File: src/rtl/ldm_stm_sequencer_pkg.sv
`default_nettype none
// ============================================================================
// Module      : lsm_pkg
// Description : Shared types and constants for the LDM/STM block sequencer.
// Revision    : 1.0 - initial release
// ============================================================================
package lsm_pkg;

    typedef enum logic [1:0] {
        IDLE = 2'd0,
        XFER = 2'd1,
        DONE = 2'd2
    } state_t;

    localparam int unsigned LSM_WORD_BYTES = 4;

    // Addressing mode as {P, U}
    localparam logic [1:0] MODE_DA = 2'b00;
    localparam logic [1:0] MODE_IA = 2'b01;
    localparam logic [1:0] MODE_DB = 2'b10;
    localparam logic [1:0] MODE_IB = 2'b11;

endpackage
`default_nettype wire

File: src/rtl/ldm_stm_sequencer_if.sv
`default_nettype none
// ============================================================================
// Module      : ldm_stm_sequencer_if
// Description : Request/beat bus of the LDM/STM sequencer. The abort pair
//               exists only when LSM_SEQ_ABORT_EN is defined.
// Revision    : 1.0 - initial release
// ============================================================================
interface ldm_stm_sequencer_if #(
    parameter int unsigned ADDR_W = 32
);
    logic              start;
    logic [15:0]       reg_list;
    logic [ADDR_W-1:0] base;
    logic              pre;
    logic              up;
    logic              ready;
    logic              busy;
    logic              valid;
    logic [3:0]        reg_idx;
    logic [ADDR_W-1:0] addr;
    logic              last;
    logic              done;
    logic [ADDR_W-1:0] wb_base;
`ifdef LSM_SEQ_ABORT_EN
    logic              abort;
    logic              aborted;
`endif

    // Requester / load-store unit side
    modport master (
        output start, reg_list, base, pre, up, ready,
`ifdef LSM_SEQ_ABORT_EN
        output abort,
        input  aborted,
`endif
        input  busy, valid, reg_idx, addr, last, done, wb_base
    );

    // Sequencer side
    modport slave (
        input  start, reg_list, base, pre, up, ready,
`ifdef LSM_SEQ_ABORT_EN
        input  abort,
        output aborted,
`endif
        output busy, valid, reg_idx, addr, last, done, wb_base
    );
endinterface
`default_nettype wire

File: src/rtl/ldm_stm_sequencer_one_detector.sv
`default_nettype none
// ============================================================================
// Module      : one_detector
// Description : Index of the lowest (order=1) or highest (order=0) set bit.
// Revision    : 1.0 - initial release
// ============================================================================
module one_detector (
    input  wire logic [15:0] vec,
    input  wire logic        order,
    output logic      [3:0]  idx
);
    always_comb begin
        idx = 4'd0;
        if (order) begin
            // Later assignments win, so scanning downward leaves the lowest
            for (int i = 15; i >= 0; i--) begin
                if (vec[i]) idx = 4'(i);
            end
        end else begin
            for (int i = 0; i < 16; i++) begin
                if (vec[i]) idx = 4'(i);
            end
        end
    end
endmodule
`default_nettype wire

File: src/rtl/ldm_stm_sequencer.sv
`default_nettype none
// ============================================================================
// Module      : ldm_stm_sequencer
// Description : Walks an LDM/STM register list, one register/address per beat,
//               then reports the writeback base. Option: LSM_SEQ_ABORT_EN.
// Revision    : 1.0 - initial release
// ============================================================================
module ldm_stm_sequencer
    import lsm_pkg::*;
#(
    parameter int unsigned ADDR_W     = 32,
    parameter int unsigned WORD_BYTES = LSM_WORD_BYTES
) (
    input wire logic               clk,
    input wire logic               rst_n,
    ldm_stm_sequencer_if.slave     bus
);
    function automatic logic [4:0] popcount(input logic [15:0] v);
        logic [4:0] s;
        s = 5'd0;
        for (int i = 0; i < 16; i++) s = s + {4'd0, v[i]};
        return s;
    endfunction

    state_t            r_state;
    logic [15:0]       r_list;
    logic [4:0]        r_count;
    logic              r_up;
    logic [ADDR_W-1:0] r_addr;
    logic [ADDR_W-1:0] r_wb;
    logic              r_busy;
    logic              r_valid;
    logic              r_last;
    logic              r_done;
`ifdef LSM_SEQ_ABORT_EN
    logic [ADDR_W-1:0] r_base;
    logic              r_aborted;
`endif

    logic [3:0]        w_idx;
    logic [4:0]        w_n;
    logic [ADDR_W-1:0] w_step;
    logic [ADDR_W-1:0] w_span;
    logic [ADDR_W-1:0] w_start_addr;

    one_detector u_one_detector (
        .vec   (r_list),
        .order (r_up),
        .idx   (w_idx)
    );

    assign w_n    = popcount(bus.reg_list);
    assign w_step = ADDR_W'(WORD_BYTES);
    assign w_span = ADDR_W'(w_n) * w_step;

    always_comb begin
        w_start_addr = bus.base;
        case ({bus.pre, bus.up})
            MODE_IB: w_start_addr = bus.base + w_step;
            MODE_DB: w_start_addr = bus.base - w_step;
            default: w_start_addr = bus.base;
        endcase
    end

    always_ff @(posedge clk or negedge rst_n) begin
        if (!rst_n) begin
            r_state   <= IDLE;
            r_list    <= 16'd0;
            r_count   <= 5'd0;
            r_up      <= 1'b0;
            r_addr    <= '0;
            r_wb      <= '0;
            r_busy    <= 1'b0;
            r_valid   <= 1'b0;
            r_last    <= 1'b0;
            r_done    <= 1'b0;
`ifdef LSM_SEQ_ABORT_EN
            r_base    <= '0;
            r_aborted <= 1'b0;
`endif
        end else begin
            case (r_state)
                IDLE: begin
                    if (bus.start) begin
                        r_busy <= 1'b1;
                        r_list <= bus.reg_list;
                        r_up   <= bus.up;
                        r_wb   <= bus.up ? bus.base + w_span : bus.base - w_span;
`ifdef LSM_SEQ_ABORT_EN
                        r_base <= bus.base;
`endif
                        if (bus.reg_list != 16'd0) begin
                            r_state <= XFER;
                            r_count <= w_n;
                            r_addr  <= w_start_addr;
                            r_valid <= 1'b1;
                            r_last  <= (w_n == 5'd1);
                        end else begin
                            r_state <= DONE;
                            r_done  <= 1'b1;
                        end
                    end
                end
                XFER: begin
`ifdef LSM_SEQ_ABORT_EN
                    if (bus.abort) begin
                        r_state   <= DONE;
                        r_list    <= 16'd0;
                        r_count   <= 5'd0;
                        r_valid   <= 1'b0;
                        r_last    <= 1'b0;
                        r_done    <= 1'b1;
                        r_aborted <= 1'b1;
                        r_wb      <= r_base;
                    end else
`endif
                    if (bus.ready) begin
                        r_list  <= r_list & ~(16'd1 << w_idx);
                        r_count <= r_count - 5'd1;
                        r_addr  <= r_up ? r_addr + w_step : r_addr - w_step;
                        r_last  <= (r_count == 5'd2);
                        if (r_last) begin
                            r_state <= DONE;
                            r_valid <= 1'b0;
                            r_last  <= 1'b0;
                            r_done  <= 1'b1;
                        end
                    end
                end
                default: begin
                    r_state   <= IDLE;
                    r_busy    <= 1'b0;
                    r_done    <= 1'b0;
`ifdef LSM_SEQ_ABORT_EN
                    r_aborted <= 1'b0;
`endif
                end
            endcase
        end
    end

    assign bus.busy    = r_busy;
    assign bus.valid   = r_valid;
    assign bus.reg_idx = w_idx;
    assign bus.addr    = r_addr;
    assign bus.last    = r_last;
    assign bus.done    = r_done;
    assign bus.wb_base = r_wb;
`ifdef LSM_SEQ_ABORT_EN
    assign bus.aborted = r_aborted;
`endif

endmodule
`default_nettype wire

File: src/flat_wrapper.sv
// flat-port wrapper written by rule: the top's interface ports become plain ports
module ldm_stm_sequencer_flat import lsm_pkg::*;
#(
    parameter int unsigned ADDR_W     = 32,
    parameter int unsigned WORD_BYTES = LSM_WORD_BYTES
)
  (clk, rst_n, bus_start, bus_reg_list, bus_base, bus_pre, bus_up, bus_ready, bus_busy, bus_valid, bus_reg_idx, bus_addr, bus_last, bus_done, bus_wb_base);
  ldm_stm_sequencer_if #(.ADDR_W(ADDR_W)) bus_i ();
  input wire logic clk;
  input wire logic rst_n;
  input wire logic [$bits(bus_i.start)-1:0] bus_start;
  input wire logic [$bits(bus_i.reg_list)-1:0] bus_reg_list;
  input wire logic [$bits(bus_i.base)-1:0] bus_base;
  input wire logic [$bits(bus_i.pre)-1:0] bus_pre;
  input wire logic [$bits(bus_i.up)-1:0] bus_up;
  input wire logic [$bits(bus_i.ready)-1:0] bus_ready;
  output wire logic [$bits(bus_i.busy)-1:0] bus_busy;
  output wire logic [$bits(bus_i.valid)-1:0] bus_valid;
  output wire logic [$bits(bus_i.reg_idx)-1:0] bus_reg_idx;
  output wire logic [$bits(bus_i.addr)-1:0] bus_addr;
  output wire logic [$bits(bus_i.last)-1:0] bus_last;
  output wire logic [$bits(bus_i.done)-1:0] bus_done;
  output wire logic [$bits(bus_i.wb_base)-1:0] bus_wb_base;
  assign bus_i.start = bus_start;
  assign bus_i.reg_list = bus_reg_list;
  assign bus_i.base = bus_base;
  assign bus_i.pre = bus_pre;
  assign bus_i.up = bus_up;
  assign bus_i.ready = bus_ready;
  assign bus_busy = bus_i.busy;
  assign bus_valid = bus_i.valid;
  assign bus_reg_idx = bus_i.reg_idx;
  assign bus_addr = bus_i.addr;
  assign bus_last = bus_i.last;
  assign bus_done = bus_i.done;
  assign bus_wb_base = bus_i.wb_base;
  ldm_stm_sequencer #(.ADDR_W(ADDR_W), .WORD_BYTES(WORD_BYTES)) u_core (.clk(clk), .rst_n(rst_n), .bus(bus_i));
endmodule
File: config.mk
export PLATFORM = sky130hd
export DESIGN_NAME = ldm_stm_sequencer_flat
export DESIGN_NICKNAME = d
export VERILOG_FILES = /design/src/rtl/ldm_stm_sequencer_pkg.sv /design/src/rtl/ldm_stm_sequencer_if.sv /design/src/rtl/ldm_stm_sequencer_one_detector.sv /design/src/rtl/ldm_stm_sequencer.sv /design/src/flat_wrapper.sv
export SDC_FILE = /design/constraint.sdc
export NUM_CORES = 1
export LEC_CHECK = 0
export BUFFER_PORTS_ARGS = -buffer_cell sky130_fd_sc_hd__buf_2
export CORE_AREA = 2 2 132 134
export DETAILED_ROUTE_END_ITERATION = 8
export DIE_AREA = 0 0 134 136
export GPL_TIMING_DRIVEN = 1
export PLACE_DENSITY = 0.78
export SLEW_MARGIN = 25
export SYNTH_ARGS = -nofsm -noshare
export SYNTH_HDL_FRONTEND = slang
export SYNTH_SLANG_ARGS = --single-unit
File: constraint.sdc
create_clock -name clk -period 3.55 [get_ports clk]
set_input_delay 0.1775 -clock clk [delete_from_list [all_inputs] [get_ports clk]]
set_output_delay 0.1775 -clock clk [all_outputs]
set_load 0.01 [all_outputs]
=== Word-level counts from Yosys, hierarchy flattened ===
Index checks and enable logic that the tools add are counted.

* Bits in latches: 0
* Memories kept: 0
* RAM bits: 0
* Input port bits: 54
* Output and inout port bits: 72
* Memory bits (read-only): 0
* Flip-flop bits (word level): 92

* $add $sub $neg: 22
* Multiplexer cells: 68
* Div/mod/pow operators: 0
* $lt $le $gt $ge: 0
* Reductions and logical operators: 10
* Bitwise gates (word level): 3
* Multipliers: 0
* Eq/ne operators: 10
* Shift-type cells: 1

{| class="wikitable"
|+ Operators with widths
! kind !! count
|-
| two-way mux 32 bit || 5
|-
| one-hot mux 32 bit (2 select lines) || 2
|-
| two-way mux 4 bit || 31
|-
| adder 5 x 1 -> 5 bit || 14
|-
| adder 32 x 3 -> 32 bit (second input constant) || 2
|-
| subtractor 32 x 3 -> 32 bit (second input constant) || 2
|-
| adder 32 x 7 -> 32 bit || 1
|-
| two-way mux 16 bit || 2
|-
| one-hot mux 16 bit (2 select lines) || 1
|-
| subtractor 32 x 7 -> 32 bit || 1
|-
| bitwise AND 16 bit || 1
|-
| NOT 16 bit || 1
|-
| nonzero test 16 bit || 1
|-
| << shifter 1 x 4 -> 16 bit (first input constant) || 1
|-
| two-way mux 5 bit || 3
|-
| two-way mux 1 bit || 14
|-
| one-hot mux 5 bit (2 select lines) || 1
|-
| two-way mux 2 bit || 4
|-
| one-hot mux 1 bit (2 select lines) || 4
|-
| AND reduction 4 bit || 2
|-
| != test 2 bit (second input constant) || 3
|-
| AND reduction 3 bit || 2
|-
| == test 5 x 1 -> 1 bit (second input constant) || 1
|-
| == test 5 x 2 -> 1 bit (second input constant) || 1
|-
| other kinds (11) || 14
|}

=== Longest topological paths before layout ===
Gate-level depths: netlist (run 1).

* Word-level depth: 22
* Gate-level depth with buffers: 28
* Mapped depth without buffers: 28

=== Hierarchy ===
From an unflattened synthesis (run 1), not the netlist that was laid out.

* Cells, all modules: 1200
* Area total of the unflattened synthesis: 9639.2 µm²

{| class="wikitable"
|+ By module, submodules not included
! module !! cells an instance !! area each (µm²) !! times used !! sequential area each (µm²)
|-
| ldm_stm_sequencer || 1152 || 9362.7 || 1 || 2302.2
|-
| one_detector || 48 || 276.5 || 1 || 0.0
|}

=== Worst setup path before layout (run 1) ===
Ideal clock, no wire load.

* Path kind: input to register
* From: input port bus_reg_list[0]
* To: register u_core.r_wb[29] (netlist: u_core.bus.wb_base[29])
* Buffers on the path: 0
* Arrival time: 6.277 ns
* Stages: 24
* Slack: -2.822 ns
* Cell sequence: inv_1 -> ha_1 -> inv_1 -> fa_1 -> fa_1 -> fa_1 -> fa_1 -> fa_1 -> fa_1 -> ha_1 -> and3b_1 -> ha_1 -> mux2_2 -> ha_1 -> o21a_1 -> o21ai_0 -> nand2b_1 -> a41oi_1 -> o21ai_1 -> a21oi_1 -> a31oi_1 -> o21a_1 -> o21a_1 -> o31ai_1

* Cells in the longest elaborated chain, start to end: 17
* Elaborated cells between the ends (all ways): 18

{| class="wikitable"
|+ Ends and longest elaborated chain
! element !! line !! RTL
|-
| from (decl) || flat_wrapper.sv:12 || <nowiki>input wire logic [$bits(bus_i.reg_list)-1:0] bus_reg_list;</nowiki>
|-
| adder 1 x 1 -> 2 bit * || ldm_stm_sequencer.sv:21 || <nowiki>for (int i = 0; i < 16; i++) s = s + {4'd0, v[i]};</nowiki>
|-
| adder 5 x 1 -> 5 bit * (14 in series) || ldm_stm_sequencer.sv:21 ||
|-
| subtractor 32 x 7 -> 32 bit / adder 32 x 7 -> 32 bit (equally long branches) || ldm_stm_sequencer.sv:88 || <nowiki>r_wb <= bus.up ? bus.base + w_span : bus.base - w_span;</nowiki>
|-
| two-way mux 32 bit * || ldm_stm_sequencer.sv:88 ||
|-
| to (signal assigned) || ldm_stm_sequencer.sv:88 ||
|-
| to (decl) || ldm_stm_sequencer.sv:30 || <nowiki>logic [ADDR_W-1:0] r_wb;</nowiki>
|}

Mark *: on every way between the ends. The rest lies on a longest branch, timed or not.
A chain may end at the register's enable or synchronous reset.

=== Final worst setup path (run 1) ===
* From: input port bus_reg_list[1]
* To: register u_core.r_wb[28] (netlist: u_core.bus.wb_base[28])

Same word-level chain as after synthesis.

==> run_summary.xml, run 1 <==
<?xml version="1.0" encoding="UTF-8"?>
<metrics>
  <group name="critical_path">
    <metric name="largest_fanout_on_the_critical_path" unit="">3</metric>
    <metric name="worst_ep_arrival_time" unit="ns">6.45</metric>
    <metric name="path_delay_family" unit="">adder cells</metric>
    <metric name="critPathBufInv" unit="">4</metric>
    <metric name="critPathMostFrequentCell" unit="">sky130_fd_sc_hd__fa_1</metric>
    <metric name="critical-path-slowest-cell" unit="">sky130_fd_sc_hd__fa_1</metric>
    <metric name="kind_of_critical_path" unit="">in -&gt; reg</metric>
    <metric name="worst_setup_end_kind" unit="">flop</metric>
    <metric name="worstSetupStartpointType" unit="">input port</metric>
    <metric name="worst_flop_to_flop_path_startpoint" unit="">u_core.r_up</metric>
    <metric name="cp-startpoint" unit="">bus_reg_list[1]</metric>
    <metric name="slack_of_the_worst_reg_to_reg_path" unit="ns">0.34</metric>
    <metric name="crit_required" unit="ns">3.77</metric>
    <metric name="setup.worst_path.end" unit="">u_core.bus.wb_base[28]</metric>
    <metric name="r2r-end" unit="">u_core.bus.addr[31]</metric>
    <metric name="worstSetupPathDepth" unit="">26</metric>
    <metric name="rr_worst_depth" unit="">13</metric>
    <metric name="max_stage_delay" unit="ns">0.54</metric>
  </group>
  <group name="synthesis">
    <metric name="synth_compound_area_share" unit="%">27.4</metric>
    <metric name="synthMuxAreaShare" unit="%">4.11</metric>
    <metric name="synth_sequential_area_ratio" unit="%">25.6</metric>
    <metric name="yosys.area_share.xor_xnor" unit="%">7.51</metric>
    <metric name="yosys.area_share.adder" unit="%">16.4</metric>
    <metric name="yosys.area.top_type" unit="">sky130_fd_sc_hd__dfrtp_1</metric>
    <metric name="post_synth_instance_area" unit="um2">8980</metric>
    <metric name="synthTopCellsByArea" unit="">sky130_fd_sc_hd__dfrtp_1 26%, sky130_fd_sc_hd__ha_1 14%, sky130_fd_sc_hd__a21oi_1 6.2%</metric>
    <metric name="ys_seq_elements" unit="">92</metric>
    <metric name="synth-simple-area-share" unit="%">15.1</metric>
    <metric name="gate_count_after_technology_mapping" unit="">1081</metric>
    <metric name="dominantRegCellSynth" unit="">sky130_fd_sc_hd__dfrtp_1</metric>
    <metric name="synth_async_sr_flop_share" unit="%">100</metric>
    <metric name="dominant_combinational_cell_family_by_area_after_synthesis" unit="">compound AO/OA/AOI/OAI gates</metric>
    <metric name="average_footprint_of_a_synthesized_cell" unit="um2">8.31</metric>
    <metric name="number_of_enable_flip_flop_cells_after_synthesis" unit="">0</metric>
    <metric name="netlist-cell-type-count" unit="">67</metric>
    <metric name="post-synth-top-area-fraction" unit="%">25.6</metric>
    <metric name="yosys_warnings" unit="">0</metric>
    <metric name="mappedNetlistNets" unit="">1245</metric>
  </group>
  <group name="place">
    <metric name="place_congestion" unit="">0.952</metric>
    <metric name="io_buffer_count" unit="">125</metric>
    <metric name="dp_hpwl" unit="um">20800</metric>
  </group>
  <group name="floorplanning">
    <metric name="chipWidth" unit="um">134</metric>
    <metric name="die_h" unit="um">136</metric>
    <metric name="core_region_area" unit="um2">16900</metric>
    <metric name="top_level_ports" unit="">126</metric>
    <metric name="floorplan.initialDensity" unit="%">53.2</metric>
    <metric name="rows" unit="">48</metric>
    <metric name="die_outline_area" unit="um2">18200</metric>
  </group>
  <group name="clock_tree">
    <metric name="h-tree-depth" unit="">3</metric>
    <metric name="tritoncts" unit="">built</metric>
    <metric name="clock_sink_count" unit="">92</metric>
    <metric name="clock_tree.root_cell" unit="">sky130_fd_sc_hd__clkbuf_16</metric>
    <metric name="clock_transition_at_the_registers_of_the_reported_paths" unit="ns">0.07</metric>
    <metric name="cts_inserted_buffers" unit="">9</metric>
    <metric name="worst_skew_pair.late_latency" unit="ns">0.37</metric>
    <metric name="clock_path_buffers" unit="">2</metric>
  </group>
  <group name="grt">
    <metric name="number_of_global_route_vias_before_repair" unit="">9317</metric>
    <metric name="grt_antenna_before_repair" unit="">0</metric>
    <metric name="grt_max_degree" unit="">57</metric>
    <metric name="grt_pass1_wl" unit="um">45600</metric>
    <metric name="global_route.overflow_total" unit="">0</metric>
    <metric name="gr-usage-all-layers" unit="%">31.2</metric>
  </group>
  <group name="final_layout">
    <metric name="seq_area" unit="um2">2300</metric>
    <metric name="layout_commonest_cell" unit="">sky130_fd_sc_hd__buf_4</metric>
    <metric name="insertedDiodeCount" unit="">0</metric>
    <metric name="flow.area_growth_from_synthesis" unit="%">32.6</metric>
    <metric name="multi_input_comb_area" unit="um2">6910</metric>
    <metric name="highest_count_cells_in_the_layout_ignoring_fill_and_taps" unit="">123 x sky130_fd_sc_hd__buf_4, 122 x sky130_fd_sc_hd__buf_2, 99 x sky130_fd_sc_hd__nand2_1</metric>
    <metric name="fillerInstances" unit="">1274</metric>
    <metric name="finish.utilization" unit="%">70.6</metric>
    <metric name="drive_gt1_share" unit="%">28.3</metric>
    <metric name="final_net_count" unit="">1496</metric>
  </group>
  <group name="run">
    <metric name="max_cap_viol_count" unit="">0</metric>
  </group>
  <group name="sta">
    <metric name="min_period_over_period" unit="%">175</metric>
    <metric name="fin_skew" unit="ns">0.00797</metric>
    <metric name="rsz0062_at_grt" unit="">yes</metric>
    <metric name="setup-violations-final" unit="">35</metric>
    <metric name="final_hold_viol_count" unit="">0</metric>
    <metric name="slew-limit-headroom" unit="%">39.0</metric>
    <metric name="drv_slew" unit="">0</metric>
    <metric name="post_layout_min_period" unit="ns">6.23</metric>
    <metric name="worst_pin_slew" unit="ns">0.915</metric>
    <metric name="max_freq" unit="GHz">0.161</metric>
    <metric name="postLayoutSetupSlackWorst" unit="ns">-2.68</metric>
  </group>
  <group name="pwr">
    <metric name="pwr_density_cell" unit="nW/um2">1130</metric>
    <metric name="total_power" unit="mW">13.5</metric>
    <metric name="vdd_ir_drop_max" unit="mV">1.28</metric>
    <metric name="total_leakage_power" unit="nW">5.94</metric>
  </group>
  <group name="drt">
    <metric name="drt-wirelength-per-cell" unit="um">19.3</metric>
    <metric name="drt_wl_total" unit="um">30200</metric>
    <metric name="detailroute.via_count" unit="">9661</metric>
    <metric name="antenna_left" unit="">0</metric>
    <metric name="drc" unit="">0</metric>
    <metric name="detailedRoute.firstPassIterationCount" unit="">5</metric>
    <metric name="detail_route.vias_per_cell" unit="">6.19</metric>
    <metric name="initialDrtViolationCount" unit="">741</metric>
  </group>
  <group name="status">
    <metric name="run_status" unit="">finished, violations left</metric>
    <metric name="failed_checks" unit="">setup timing</metric>
  </group>
  <group name="worst_hold_path">
    <metric name="hp-class" unit="">in -&gt; reg</metric>
  </group>
</metrics>
==> worst min path at each step <==
stage	startpoint	end	slack [ns]	cells after the start
floorplan	rst_n	u_core.bus.addr[0]	-0.12	0
global placement	rst_n	u_core.bus.wb_base[17]	0.30	1
detailed placement	rst_n	u_core.bus.wb_base[18]	0.31	1
CTS	bus_base[1]	u_core.bus.wb_base[1]	0.03	3
global route	bus_base[1]	u_core.bus.wb_base[1]	0.06	3
finish	bus_base[1]	u_core.bus.wb_base[1]	0.03	3
==> layout make-up <==
type / count / area share (%)
Sequential cell: 92 / 19.3
Inverter: 58 / 1.95
Clock buffer: 9 / 1.89
Clock inverter: 7 / 0.883
Tap cell: 225 / 2.36
Multi-Input combinational cell: 898 / 58.0
Timing Repair Buffer: 273 / 15.6
==> registers in the layout, summed over array words and instances, names as in the netlist <==
name	count
u_core.r_list	16
u_core.bus.busy	1
u_core.r_state	2
u_core.r_up	1
u_core.bus.valid	1
u_core.bus.wb_base	32
u_core.bus.last	1
u_core.bus.done	1
u_core.r_count	5
u_core.bus.addr	32
==> worst reg2reg max path, stage by stage (launching register included) <==
cell and delay [ns]:
sky130_fd_sc_hd__dfrtp_1 0.41, sky130_fd_sc_hd__inv_4 0.20, sky130_fd_sc_hd__ha_1 0.33, sky130_fd_sc_hd__a211o_1 0.32, sky130_fd_sc_hd__o221ai_1 0.22, sky130_fd_sc_hd__a211oi_1 0.10, sky130_fd_sc_hd__buf_4 0.15, sky130_fd_sc_hd__o21ai_1 0.19
sky130_fd_sc_hd__a21oi_1 0.12, sky130_fd_sc_hd__o2111ai_1 0.28, sky130_fd_sc_hd__a21boi_0 0.13, sky130_fd_sc_hd__nor3_1 0.29, sky130_fd_sc_hd__mux2i_1 0.23, sky130_fd_sc_hd__o211ai_1 0.11
==> timing repair <==
action | in CTS | in global routing
hold buffers | 1 | 0
endpoints found under the setup margin | 34 | 36
buffers inserted | 21 | 18
hold endpoints to repair | 54 | 0
pin swaps | 44 | 25
resized for setup | 51 | 59
==> where the power goes <==
| group | internal (mW) | total [mW] | switching [mW] | leakage, nW |
|---|---|---|---|---|
| Clock | 0.630 | 1.12 | 0.490 | 0.159 |
| Combinational | 4.94 | 10.3 | 5.38 | 4.66 |
| Sequential | 1.58 | 2.07 | 0.487 | 1.12 |
==> metrics by stage <==
stage / cell area [um2] / cells / setup WS [ns] / hold slack [ns] / setup TNS, ns
3_5_place_dp: 10800 / 1518 / -2.90 / 0.306 / -72.23
3_3_place_gp: 10800 / 1518 / -2.71 / 0.298 / -67.63
4_1_cts: 11500 / 1551 / -2.30 / 0.0347 / -55.29
2_1_floorplan: 9150 / 1081 / -2.37 / -0.118 / -55.78
6_report: 11900 / 1562 / -2.68 / 0.0338 / -65.11
5_1_grt: 11900 / 1562 / -2.88 / 0.0569 / -69.78
==> synth_stat cells (5+ instances only) <==
cell                       count
sky130_fd_sc_hd__a21oi_1     111
sky130_fd_sc_hd__nand2b_1     14
sky130_fd_sc_hd__nand4_1       7
sky130_fd_sc_hd__xnor2_1      47
sky130_fd_sc_hd__o21a_1       14
sky130_fd_sc_hd__ha_1         97
sky130_fd_sc_hd__o211ai_1      5
sky130_fd_sc_hd__fa_1         13
sky130_fd_sc_hd__mux2i_1      32
sky130_fd_sc_hd__nand3_1      18
sky130_fd_sc_hd__buf_1         9
sky130_fd_sc_hd__xor2_1       30
sky130_fd_sc_hd__o21bai_1     18
sky130_fd_sc_hd__inv_1        56
sky130_fd_sc_hd__a21o_1       50
sky130_fd_sc_hd__a211o_1       7
sky130_fd_sc_hd__nand2_1     102
sky130_fd_sc_hd__a211oi_1     15
sky130_fd_sc_hd__clkbuf_1     22
sky130_fd_sc_hd__dfrtp_1      92
sky130_fd_sc_hd__o21ai_0      63
sky130_fd_sc_hd__nor4_1        5
sky130_fd_sc_hd__a31oi_1      36
sky130_fd_sc_hd__and3_1       17
sky130_fd_sc_hd__o21ai_1      21
sky130_fd_sc_hd__and2_1        6
sky130_fd_sc_hd__nor2_1       66
sky130_fd_sc_hd__a221oi_1      5
sky130_fd_sc_hd__nor2b_1      11
sky130_fd_sc_hd__nor3_1       22
sky130_fd_sc_hd__o31ai_1      11
==> cells by family (layout without fill, tap and decap cells) <==
logic type                 count (synthesis)  count (layout)
xor gates and xnor gates                  77              77
buffers and inverters                     91             347
DFF                                       92              92
adders and majority gates                110             110
muxes                                     36              36
and+or+nand+nor                          287             287
AOI/OAI and AO/OA                        388             388
==> per-layer routing <==
metal / vias to the layer above / track usage [%] / wire length [um]
met3: 101 / 5.44 / 1950
met5: - / 0 / 0
li1: 4459 / - / -
met1: 4651 / 38.1 / 11900
met2: 450 / 52.8 / 14800
met4: 0 / 16.5 / 1520
(Power assumes the default switching activity.)
==> inputs of run 2 (changes only) <==
--- a/config.mk
+++ b/config.mk
@@ -6,11 +6,10 @@
 export NUM_CORES = 1
 export LEC_CHECK = 0
 export BUFFER_PORTS_ARGS = -buffer_cell sky130_fd_sc_hd__buf_2
-export CORE_AREA = 2 2 132 134
+export CORE_AREA = 2 2 164 166
 export DETAILED_ROUTE_END_ITERATION = 8
-export DIE_AREA = 0 0 134 136
+export DIE_AREA = 0 0 166 168
 export GPL_TIMING_DRIVEN = 1
-export PLACE_DENSITY = 0.78
 export SLEW_MARGIN = 25
 export SYNTH_ARGS = -nofsm -noshare
 export SYNTH_HDL_FRONTEND = slang
==> constraint.sdc (replaced) <==
create_clock -name clk -period 3.55 [get_ports clk]
set_input_delay 0.1775 -clock clk [delete_from_list [all_inputs] [get_ports clk]]
set_output_delay 0.1775 -clock clk [all_outputs]
set_load 0.1 [all_outputs]
==> run_summary.xml, run 2 (same netlist as run 1, synthesis figures left out) <==
<?xml version="1.0" encoding="UTF-8"?>
<metrics>
  <group name="critical_path">
    <metric name="kind_of_critical_path" unit="">in -&gt; reg</metric>
    <metric name="worst_setup_end_kind" unit="">flop</metric>
    <metric name="worstSetupStartpointType" unit="">input port</metric>
    <metric name="worst_ep_arrival_time" unit="ns">6.17</metric>
    <metric name="path_delay_family" unit="">adder cells</metric>
    <metric name="crit_required" unit="ns">3.82</metric>
    <metric name="critPathBufInv" unit="">3</metric>
    <metric name="max_stage_delay" unit="ns">0.58</metric>
    <metric name="critPathMostFrequentCell" unit="">sky130_fd_sc_hd__fa_1</metric>
    <metric name="largest_fanout_on_the_critical_path" unit="">3</metric>
    <metric name="critical-path-slowest-cell" unit="">sky130_fd_sc_hd__fa_2</metric>
  </group>
  <group name="drt">
    <metric name="drt_wl_total" unit="um">28000</metric>
    <metric name="detailedRoute.firstPassIterationCount" unit="">5</metric>
    <metric name="antenna_left" unit="">0</metric>
    <metric name="initialDrtViolationCount" unit="">621</metric>
    <metric name="drt-wirelength-per-cell" unit="um">16.7</metric>
    <metric name="detailroute.via_count" unit="">8892</metric>
    <metric name="drc" unit="">0</metric>
    <metric name="detail_route.vias_per_cell" unit="">5.30</metric>
  </group>
  <group name="sta">
    <metric name="postLayoutSetupSlackWorst" unit="ns">-2.36</metric>
    <metric name="min_period_over_period" unit="%">166</metric>
    <metric name="final.hold.worst_slack" unit="ns">0.0161</metric>
    <metric name="setup-violations-final" unit="">32</metric>
    <metric name="max_freq" unit="GHz">0.169</metric>
    <metric name="fin_skew" unit="ns">0.0153</metric>
    <metric name="drv_slew" unit="">0</metric>
    <metric name="rsz0062_at_grt" unit="">yes</metric>
    <metric name="slew-limit-headroom" unit="%">39.1</metric>
    <metric name="post_layout_min_period" unit="ns">5.91</metric>
    <metric name="worst_pin_slew" unit="ns">0.911</metric>
    <metric name="final_hold_viol_count" unit="">0</metric>
  </group>
  <group name="place">
    <metric name="io_buffer_count" unit="">125</metric>
    <metric name="dpl_worst_slack" unit="ns">-2.84</metric>
    <metric name="placed_cells_incl_taps" unit="">1648</metric>
    <metric name="dp_hpwl" unit="um">22100</metric>
    <metric name="placed_area" unit="um2">11100</metric>
    <metric name="place_congestion" unit="">0.926</metric>
  </group>
  <group name="final_layout">
    <metric name="seq_area" unit="um2">2300</metric>
    <metric name="post_layout_nonfiller_instances" unit="">1677</metric>
    <metric name="highest_count_cells_in_the_layout_ignoring_fill_and_taps" unit="">140 x sky130_fd_sc_hd__buf_4, 122 x sky130_fd_sc_hd__buf_2, 99 x sky130_fd_sc_hd__nand2_1</metric>
    <metric name="insertedDiodeCount" unit="">0</metric>
    <metric name="final_net_count" unit="">1495</metric>
    <metric name="flow.area_growth_from_synthesis" unit="%">31.5</metric>
    <metric name="multi_input_comb_area" unit="um2">6760</metric>
    <metric name="fin_area" unit="um2">11800</metric>
    <metric name="layout_commonest_cell" unit="">sky130_fd_sc_hd__buf_4</metric>
    <metric name="drive_gt1_share" unit="%">27.5</metric>
    <metric name="fillerInstances" unit="">2596</metric>
  </group>
  <group name="grt">
    <metric name="grt_busiest_layer" unit="">met2</metric>
    <metric name="global_route.overflow_total" unit="">0</metric>
    <metric name="grt_pass1_wl" unit="um">45000</metric>
    <metric name="groute.layer.met3.usage" unit="%">3.48</metric>
    <metric name="grt_max_degree" unit="">56</metric>
    <metric name="gr-usage-all-layers" unit="%">20.0</metric>
    <metric name="grt_antenna_before_repair" unit="">0</metric>
    <metric name="number_of_global_route_vias_before_repair" unit="">8382</metric>
    <metric name="met1_resource_use_gr" unit="%">27.4</metric>
    <metric name="globalRouteMet2Util" unit="%">33.2</metric>
  </group>
  <group name="floorplanning">
    <metric name="floorplan.initialDensity" unit="%">34.1</metric>
    <metric name="top_level_ports" unit="">126</metric>
    <metric name="die_h" unit="um">168</metric>
    <metric name="chipWidth" unit="um">166</metric>
    <metric name="die_outline_area" unit="um2">27900</metric>
    <metric name="rows" unit="">60</metric>
    <metric name="core_region_area" unit="um2">26400</metric>
  </group>
  <group name="clock_tree">
    <metric name="clock_transition_at_the_registers_of_the_reported_paths" unit="ns">0.08</metric>
    <metric name="worst_skew_pair.late_latency" unit="ns">0.37</metric>
    <metric name="tritoncts" unit="">built</metric>
    <metric name="cts_inserted_buffers" unit="">9</metric>
    <metric name="h-tree-depth" unit="">3</metric>
    <metric name="clock_sink_count" unit="">92</metric>
    <metric name="clock_tree.root_cell" unit="">sky130_fd_sc_hd__clkbuf_16</metric>
    <metric name="clock_path_buffers" unit="">2</metric>
  </group>
  <group name="status">
    <metric name="failed_checks" unit="">setup timing</metric>
    <metric name="run_status" unit="">finished, violations left</metric>
  </group>
  <group name="run">
    <metric name="max_cap_viol_count" unit="">0</metric>
  </group>
  <group name="worst_hold_path">
    <metric name="hp-class" unit="">in -&gt; reg</metric>
  </group>
</metrics>
run 2: changes by cell type in the layout (fill, tap and decap cells not counted), moves of 2 or more:
cell | previous run | this run
sky130_fd_sc_hd__buf_6 | 25 | 7
sky130_fd_sc_hd__buf_4 | 123 | 140
sky130_fd_sc_hd__a21oi_1 | 94 | 97
sky130_fd_sc_hd__a21oi_4 | 4 | 1
sky130_fd_sc_hd__o21ai_2 | 1 | 4
sky130_fd_sc_hd__o21bai_4 | 3 | 0
sky130_fd_sc_hd__bufinv_16 | 2 | 0
sky130_fd_sc_hd__inv_8 | 2 | 4
sky130_fd_sc_hd__o21ai_1 | 40 | 38
sky130_fd_sc_hd__o21ai_4 | 2 | 0
sky130_fd_sc_hd__o21bai_1 | 15 | 17
sky130_fd_sc_hd__o31ai_1 | 8 | 10
sky130_fd_sc_hd__o31ai_4 | 2 | 0
sky130_fd_sc_hd__xor2_2 | 0 | 2
run 2: metrics by stage:
step | TNS [ns] | util [%]
detailed placement | -72.27 | 42.2
floorplan | -55.79 | -
CTS | -54.43 | 44.1
global placement | -70.81 | 42.2
finish | -56.25 | 44.8
global route | -60.31 | 44.8
run 2: cell type report:
| type | count | share of cell area, % |
|---|---|---|
| Clock buffer | 9 | 1.91 |
| Clock inverter | 7 | 0.646 |
| Inverter | 58 | 1.97 |
| Multi-Input combinational cell | 898 | 57.3 |
| Sequential cell | 92 | 19.5 |
| Tap cell | 341 | 3.61 |
| Timing Repair Buffer | 272 | 15.1 |
run 2: worst reg2reg max path, cell delays in order (launching register included):
cell and delay [ns]:
sky130_fd_sc_hd__dfrtp_1 0.42, sky130_fd_sc_hd__inv_4 0.19, sky130_fd_sc_hd__ha_1 0.32, sky130_fd_sc_hd__a211o_1 0.33, sky130_fd_sc_hd__o221ai_1 0.22, sky130_fd_sc_hd__a211oi_1 0.09, sky130_fd_sc_hd__buf_4 0.16, sky130_fd_sc_hd__o21ai_1 0.16
sky130_fd_sc_hd__a21oi_1 0.12, sky130_fd_sc_hd__o2111ai_1 0.29, sky130_fd_sc_hd__a21boi_0 0.14, sky130_fd_sc_hd__nor3_1 0.22, sky130_fd_sc_hd__buf_4 0.15, sky130_fd_sc_hd__mux2i_1 0.17, sky130_fd_sc_hd__o211ai_1 0.10
run 2: layer usage:
layer / share of wire [%] / vias up
li1: - / 4463
met1: 48 / 4212
met2: 47 / 193
met3: 4.5 / 24
met4: 1.1 / 0
met5: 0 / -
run 2: worst paths after layout:
path	from	endpoint	slack, ns	cells past startpoint
hold reg to reg	u_core.bus.wb_base[20]	u_core.bus.wb_base[20]	0.48	2
hold / removal	bus_base[1]	u_core.bus.wb_base[1]	0.02	3
setup / recovery	bus_reg_list[1]	u_core.bus.wb_base[29]	-2.36	25
min in group asynchronous	rst_n	u_core.bus.addr[15]	0.33	2
setup reg to reg	u_core.r_up	u_core.bus.addr[31]	0.35	14
max in group asynchronous	rst_n	u_core.bus.wb_base[7]	2.53	3
run 2: timing repair:
item                                   CTS  global route
gates cloned                             0             0
endpoints found under the hold margin   38             0
pin swaps                               33            25
setup endpoints to repair               33            34
hold buffers                             1             0
setup buffers                            7            10
resized for setup                       37            30
Power of run 2 is left out: the tool's default activity adds up to more than one toggle a clock period on the data nets, which glitch-free logic cannot reach.
